--- config.mk ---
export PLATFORM = sky130hd
export DESIGN_NAME = fifo_wr_arbiter_flat
export DESIGN_NICKNAME = d
export VERILOG_FILES = /design/src/rtl/fifo_wr_arbiter_if.sv /design/src/rtl/fifo_wr_arbiter.sv /design/src/flat_wrapper.sv
export SDC_FILE = /design/constraint.sdc
export NUM_CORES = 1
export LEC_CHECK = 0
export CAP_MARGIN = 20
export CORE_UTILIZATION = 43
export CTS_CLUSTER_SIZE = 14
export DETAILED_ROUTE_END_ITERATION = 10
export GPL_TIMING_DRIVEN = 0
export PLACE_DENSITY = 0.92
export SLEW_MARGIN = 20
export SYNTH_ARGS = -nofsm -noshare
export SYNTH_HDL_FRONTEND = slang
export SYNTH_SLANG_ARGS = --single-unit
--- constraint.sdc ---
create_clock -name clk -period 4.1 [get_ports clk]
set_input_delay 0.41 -clock clk [delete_from_list [all_inputs] [get_ports clk]]
set_output_delay 0.41 -clock clk [all_outputs]
set_load 0.05 [all_outputs]
--- src/rtl/fifo_wr_arbiter_if.sv ---
// Handshake and FIFO write-port bundle between burst requesters, the write arbiter and the FIFO.
interface fifo_wr_arbiter_if #(
  parameter int unsigned NUM_REQ    = 4,
  parameter int unsigned DAT_WIDTH  = 8,
  parameter int unsigned ADDR_WIDTH = 4,
  parameter int unsigned LEN_WIDTH  = 3
);
  logic [NUM_REQ-1:0]           req;
  logic [NUM_REQ*LEN_WIDTH-1:0] req_len;
  logic [NUM_REQ*DAT_WIDTH-1:0] req_dat;
  logic [NUM_REQ-1:0]           req_ack;
  logic [NUM_REQ-1:0]           grant;
  logic                         busy;
  logic [ADDR_WIDTH:0]          fifo_wr_used;
  logic                         fifo_wr_full;
  logic                         fifo_wr_req;
  logic [DAT_WIDTH-1:0]         fifo_wr_dat;

  modport master (
    input  req, req_len, req_dat, fifo_wr_used, fifo_wr_full,
    output req_ack, grant, busy, fifo_wr_req, fifo_wr_dat
  );

  modport slave (
    output req, req_len, req_dat, fifo_wr_used, fifo_wr_full,
    input  req_ack, grant, busy, fifo_wr_req, fifo_wr_dat
  );
endinterface

--- src/rtl/fifo_wr_arbiter.sv ---
// Round-robin write-side arbiter: grants a whole burst only when the FIFO has room for it,
// then streams it unsplit into the FIFO write port.
module fifo_wr_arbiter #(
  parameter int unsigned NUM_REQ    = 4,
  parameter int unsigned DAT_WIDTH  = 8,
  parameter int unsigned ADDR_WIDTH = 4,
  parameter int unsigned LEN_WIDTH  = 3,
  parameter int unsigned SETTLE     = 1
) (
  input logic                clk,
  input logic                aclr,
  fifo_wr_arbiter_if.master  bus
);

  localparam int unsigned IdxW  = (NUM_REQ > 1) ? $clog2(NUM_REQ) : 1;
  localparam int unsigned GapW  = 2;
  localparam int unsigned FreeW = ADDR_WIDTH + 1;
  localparam logic [FreeW-1:0] Capacity = {1'b1, {ADDR_WIDTH{1'b0}}};

  typedef enum logic [1:0] {StIdle, StBurst, StGap} state_e;

  state_e               state_q, state_d;
  logic [NUM_REQ-1:0]   grant_q, grant_d;
  logic [LEN_WIDTH-1:0] cnt_q, cnt_d;
  logic [GapW-1:0]      gap_q, gap_d;
  logic [IdxW-1:0]      last_q, last_d;

  logic [FreeW-1:0]     free;
  logic [NUM_REQ-1:0]   eligible;
  logic                 any_elig;
  logic [IdxW-1:0]      win_idx;
  logic                 wr_req;

  always_ff @(posedge clk or posedge aclr) begin
    if (aclr) begin
      state_q <= StIdle;
      grant_q <= '0;
      cnt_q   <= '0;
      gap_q   <= '0;
      last_q  <= IdxW'(NUM_REQ - 1);
    end else begin
      state_q <= state_d;
      grant_q <= grant_d;
      cnt_q   <= cnt_d;
      gap_q   <= gap_d;
      last_q  <= last_d;
    end
  end

  // Scan from farthest to nearest after last winner so the nearest eligible one overrides.
  always_comb begin
    free     = Capacity - bus.fifo_wr_used;
    any_elig = 1'b0;
    win_idx  = '0;
    for (int i = 0; i < NUM_REQ; i++) begin
      eligible[i] = bus.req[i] && (bus.req_len[i*LEN_WIDTH +: LEN_WIDTH] != '0) &&
                    (32'(bus.req_len[i*LEN_WIDTH +: LEN_WIDTH]) <= 32'(free));
    end
    for (int k = NUM_REQ; k >= 1; k--) begin
      if (eligible[(int'(last_q) + k) % NUM_REQ]) begin
        any_elig = 1'b1;
        win_idx  = IdxW'((int'(last_q) + k) % NUM_REQ);
      end
    end
  end

  always_comb begin
    state_d = state_q;
    grant_d = grant_q;
    cnt_d   = cnt_q;
    gap_d   = gap_q;
    last_d  = last_q;
    unique case (state_q)
      StIdle: begin
        if (any_elig) begin
          state_d = StBurst;
          grant_d = NUM_REQ'(1) << win_idx;
          cnt_d   = bus.req_len[int'(win_idx)*LEN_WIDTH +: LEN_WIDTH];
          last_d  = win_idx;
        end
      end
      StBurst: begin
        if (wr_req) begin
          cnt_d = cnt_q - 1'b1;
          if (cnt_q == LEN_WIDTH'(1)) begin
            state_d = StGap;
            grant_d = '0;
            gap_d   = GapW'(SETTLE);
          end
        end
      end
      StGap: begin
        if (gap_q <= GapW'(1)) begin
          state_d = StIdle;
          gap_d   = '0;
        end else begin
          gap_d = gap_q - 1'b1;
        end
      end
      default: state_d = StIdle;
    endcase
  end

  // grant_q is zero outside a burst, so the AND-OR mux also zeroes the write data there.
  always_comb begin
    wr_req          = (state_q == StBurst) && !bus.fifo_wr_full;
    bus.fifo_wr_req = wr_req;
    bus.req_ack     = grant_q & {NUM_REQ{wr_req}};
    bus.grant       = grant_q;
    bus.busy        = (state_q != StIdle);
    bus.fifo_wr_dat = '0;
    for (int i = 0; i < NUM_REQ; i++) begin
      bus.fifo_wr_dat = bus.fifo_wr_dat |
                        (bus.req_dat[i*DAT_WIDTH +: DAT_WIDTH] & {DAT_WIDTH{grant_q[i]}});
    end
  end

endmodule

--- src/flat_wrapper.sv ---
// flat-port wrapper written by rule: the top's interface ports become plain ports
module fifo_wr_arbiter_flat 
#(
  parameter int unsigned NUM_REQ    = 4,
  parameter int unsigned DAT_WIDTH  = 8,
  parameter int unsigned ADDR_WIDTH = 4,
  parameter int unsigned LEN_WIDTH  = 3,
  parameter int unsigned SETTLE     = 1
)
  (clk, aclr, bus_req, bus_req_len, bus_req_dat, bus_fifo_wr_used, bus_fifo_wr_full, bus_req_ack, bus_grant, bus_busy, bus_fifo_wr_req, bus_fifo_wr_dat);
  fifo_wr_arbiter_if #(.NUM_REQ(NUM_REQ), .DAT_WIDTH(DAT_WIDTH), .ADDR_WIDTH(ADDR_WIDTH), .LEN_WIDTH(LEN_WIDTH)) bus_i ();
  input logic clk;
  input logic aclr;
  input wire logic [$bits(bus_i.req)-1:0] bus_req;
  input wire logic [$bits(bus_i.req_len)-1:0] bus_req_len;
  input wire logic [$bits(bus_i.req_dat)-1:0] bus_req_dat;
  input wire logic [$bits(bus_i.fifo_wr_used)-1:0] bus_fifo_wr_used;
  input wire logic [$bits(bus_i.fifo_wr_full)-1:0] bus_fifo_wr_full;
  output wire logic [$bits(bus_i.req_ack)-1:0] bus_req_ack;
  output wire logic [$bits(bus_i.grant)-1:0] bus_grant;
  output wire logic [$bits(bus_i.busy)-1:0] bus_busy;
  output wire logic [$bits(bus_i.fifo_wr_req)-1:0] bus_fifo_wr_req;
  output wire logic [$bits(bus_i.fifo_wr_dat)-1:0] bus_fifo_wr_dat;
  assign bus_i.req = bus_req;
  assign bus_i.req_len = bus_req_len;
  assign bus_i.req_dat = bus_req_dat;
  assign bus_i.fifo_wr_used = bus_fifo_wr_used;
  assign bus_i.fifo_wr_full = bus_fifo_wr_full;
  assign bus_req_ack = bus_i.req_ack;
  assign bus_grant = bus_i.grant;
  assign bus_busy = bus_i.busy;
  assign bus_fifo_wr_req = bus_i.fifo_wr_req;
  assign bus_fifo_wr_dat = bus_i.fifo_wr_dat;
  fifo_wr_arbiter #(.NUM_REQ(NUM_REQ), .DAT_WIDTH(DAT_WIDTH), .ADDR_WIDTH(ADDR_WIDTH), .LEN_WIDTH(LEN_WIDTH), .SETTLE(SETTLE)) u_core (.clk(clk), .aclr(aclr), .bus(bus_i));
endmodule
==> summary.txt <==
Status
  • Outcome: complete, no violations

CTS
  • CTS resizes: 0
  • Clk root buf: clkbuf_4
  • CTS tree: done
  • Clk buf depth: 2
  • CTS Hold Bufs: 0
  • Worst skew pair latency: 0.29 ns
  • Postcts setup bufs: 0
  • CTS buffer count: 3
  • CTS H-tree lvls: 1
  • # clock sinks: 13
  • Worst-path clk slew: 0.08 ns

Drt
  • Via-per-instance ratio: 5.54
  • Starting DRT DRC Count: 90
  • DR WL/cell: 14.1 µm
  • # DRC: 0
  • Final antenna-violating net count: 0
  • TritonRoute pass-1 iters: 5
  • Routed via count: 1652
  • Final WL: 4210 µm

Power and ir drop
  • Leakage: 0.000935 µW
  • P_sw: 659 µW
  • Sw Ratio: 52.8%
  • Clock share of power: 6.8%
  • Sequential fraction of design power: 18.8%
  • Share of total power in combinational logic: 74.4%
  • Peak VDD IR: 231 µV
  • Power per cell area: 565 nW/µm²
  • P_int: 589 µW

Floorplan
  • IO Pins: 74
  • Die Wd: 59.0 µm
  • Num rows: 20
  • Starting Density: 45.4%
  • Die height: 59.0 µm
  • Core Area: 3080 µm²
  • Die area: 3480 µm²

GRT
  • Vias in the first global route: 1452
  • Grt met1 use: 31.4%
  • Initial antenna violation count: 0
  • Largest net degree at the start of global routing: 14
  • First-pass GRT wire length: 6580 µm
  • GR Layer Usage met3: 3.93%
  • GR Util met2: 43.5%
  • GR peak layer: met2
  • Overflow left after global routing: 0
  • GRT Overall Usage: 25.2%

Synth
  • Register area share after synthesis: 23.5%
  • Syn nets: 244
  • Post-synth cell types: 45
  • Synth top area share: 19.7%
  • Mapped Area: 1400 µm²
  • FF+latch count, synth: 13
  • Largest area contributor in the netlist: dfrtp_1
  • Yosys warns: 0
  • Async set or reset register ratio after synthesis: 100%
  • Syn_area_per_cell: 7.89 µm²
  • Top post-synthesis cells by area: dfrtp_1 (20%), ha_1 (9.9%), a22oi_1 (9.1%)
  • Gate count of the mapped netlist: 177
  • Post-synth EDFFs: 0
  • Synth top cells by count: a22oi_1 (17), nand2_1 (17), inv_1 (15), nor2_1 (15), o21ai_0 (14)
  • Ys flop type: dfrtp_1

STA
  • Fin. max-slew vios: 0
  • Min cycle time layout: 3.64 ns
  • Worst slew pin tran: 0.605 ns
  • Final Hold Viols: 0
  • Max Clock Skew: 0.00594 ns
  • Unrepaired setup endpoints after global routing: no
  • Slew Limit Headroom: 59.3%
  • F_max: 275 MHz
  • Final Worst Setup Slack: 0.458 ns
  • Setup TNS: 0 ns
  • Setup-failing EPs final: 0
  • Tcrit/Tclk final: 88.8%

Worst setup path
  • Crit. End Element: flop
  • Crit path launch: bus_fifo_wr_used[0]
  • Largest stage delay, worst path: 0.60 ns
  • Worst path cell trace: clkdlybuf4s50_1, inv_1, ha_1, inv_1, ha_1, nor2b_1, o21ai_0, a221oi_1, nor2_1, o41ai_4, and2_4, nor4b_1, a311o_1
  • Crit path required time: 4.28 ns
  • Crit path max fanout: 9
  • CP startpoint kind: input pin
  • CP max-delay cell: clkdlybuf4s50_1
  • Data arrival, critical path: 3.82 ns
  • WS Path Type: input pin to flop
  • Worst r2r src: u_core.last_q[0]$_DFFE_PP1P_

Job
  • Max cap viols: 0

Place
  • DP HPWL: 3500 µm
  • Buffers on Ports: 73
  • Place WS: 0.162 ns
  • Placed cell area: 2180 µm²
  • GPL Wtd Cong: 0.882
  • Placed insts: 294

Final layout
  • Final nets: 322
  • Ant. Diodes: 0
  • Final Cell Area: 2210 µm²
  • P&R area growth vs syn: 58.2%
  • Layout cells sized above 1: 6.30%
  • Non-filler cells, final: 298

Worst hold path
  • HP Class: input pin to asynchronous set/reset pin
==> cells in the final DEF, fill, tap and decap left out, types with 2 or more instances in the layout <==
master / Yosys / final
a211oi_1: 3 / 3
a21oi_1: 2 / 2
a221o_1: 2 / 2
a22o_1: 4 / 4
a22oi_1: 17 / 17
and2_1: 5 / 5
and2_4: 2 / 2
clkbuf_1: 5 / 6
clkbuf_4: 0 / 3
clkdlybuf4s50_1: 0 / 73
dfrtp_1: 11 / 11
dfstp_2: 2 / 2
ha_1: 11 / 11
inv_1: 15 / 15
nand2_1: 17 / 17
nand2b_1: 4 / 4
nand3_1: 9 / 9
nand3b_1: 2 / 2
nor2_1: 15 / 15
nor2b_1: 4 / 4
nor3_1: 3 / 3
o21a_1: 2 / 2
o21ai_0: 14 / 14
o31a_1: 2 / 2
o31ai_1: 3 / 3
xor2_1: 2 / 2
==> critical path, delay by kind of cell <==
kind,cells,cell delay (ns)
AND/OR/NAND/NOR,4,0.66
AO/OA/AOI/OAI,4,1.41
buffers and inverters,3,0.76
adder cells (fa/ha/maj),2,0.57
==> path summary, 6_finish.rpt <==
kind                       slack [ns]  cells after the start                               to
setup / recovery                 0.46                     13      u_core.cnt_q[2]$_DFFE_PP0P_
hold / removal                   0.44                      2  u_core.bus.grant[0]$_DFFE_PP0P_
setup reg to reg                 2.17                      5      u_core.cnt_q[0]$_DFFE_PP0P_
hold reg to reg                  0.50                      1      u_core.gap_q[0]$_DFFE_PP0P_
max in group asynchronous        3.30                      2     u_core.last_q[0]$_DFFE_PP1P_
min in group clk                 0.50                      1      u_core.gap_q[0]$_DFFE_PP0P_
==> layout make-up <==
cell class,instances,area [µm²]
multi-input combinational,143,990
fill,255,870
timing repair buffer,73,731
sequential,13,328
inverter,16,60.1
tap,44,55.1
clock buffer,4,26.3
buffer,5,18.8
==> layer usage <==
metal,share of wire [%],wire [µm],vias up
li1,-,-,816
met1,41,1740,769
met3,4.8,202,9
met4,1.8,77,0
met5,0,0,-
met2,52,2190,58
==> state kept, by name, indices dropped and copies added (netlist names) <==
register          flops
u_core.bus.grant      4
u_core.state_q        2
u_core.last_q         2
u_core.cnt_q          3
u_core.gap_q          2
==> cell families after synthesis <==
logic type	share of synthesized area, %
flip-flops	23.5
buffers and inverters	5.64
AND/OR/NAND/NOR	23.8
adder cells (fa/ha/maj)	9.86
XOR/XNOR	1.25
AO/OA/AOI/OAI	35.9
==> through the flow <==
step / hold WS (ns) / total power [µW] / utilization [%]
6_report: 0.436 / 1250 / 71.7
5_1_grt: 0.499 / 1330 / 71.7
4_1_cts: 0.451 / 1250 / 71.7
3_5_place_dp: 0.489 / 1160 / 70.9
3_3_place_gp: 0.480 / 1140 / 70.9
2_1_floorplan: 0.286 / 867 / -
==> power groups by stage <==
stage	sequential [µW]	clock [µW]	combinational, µW
finish	235	84.2	928
global route	242	92.4	991
CTS	234	85.7	926
detailed placement	236	0	925
global placement	231	0	907
floorplan	276	0	591
Note: power is estimated with default switching activity, not from simulation.
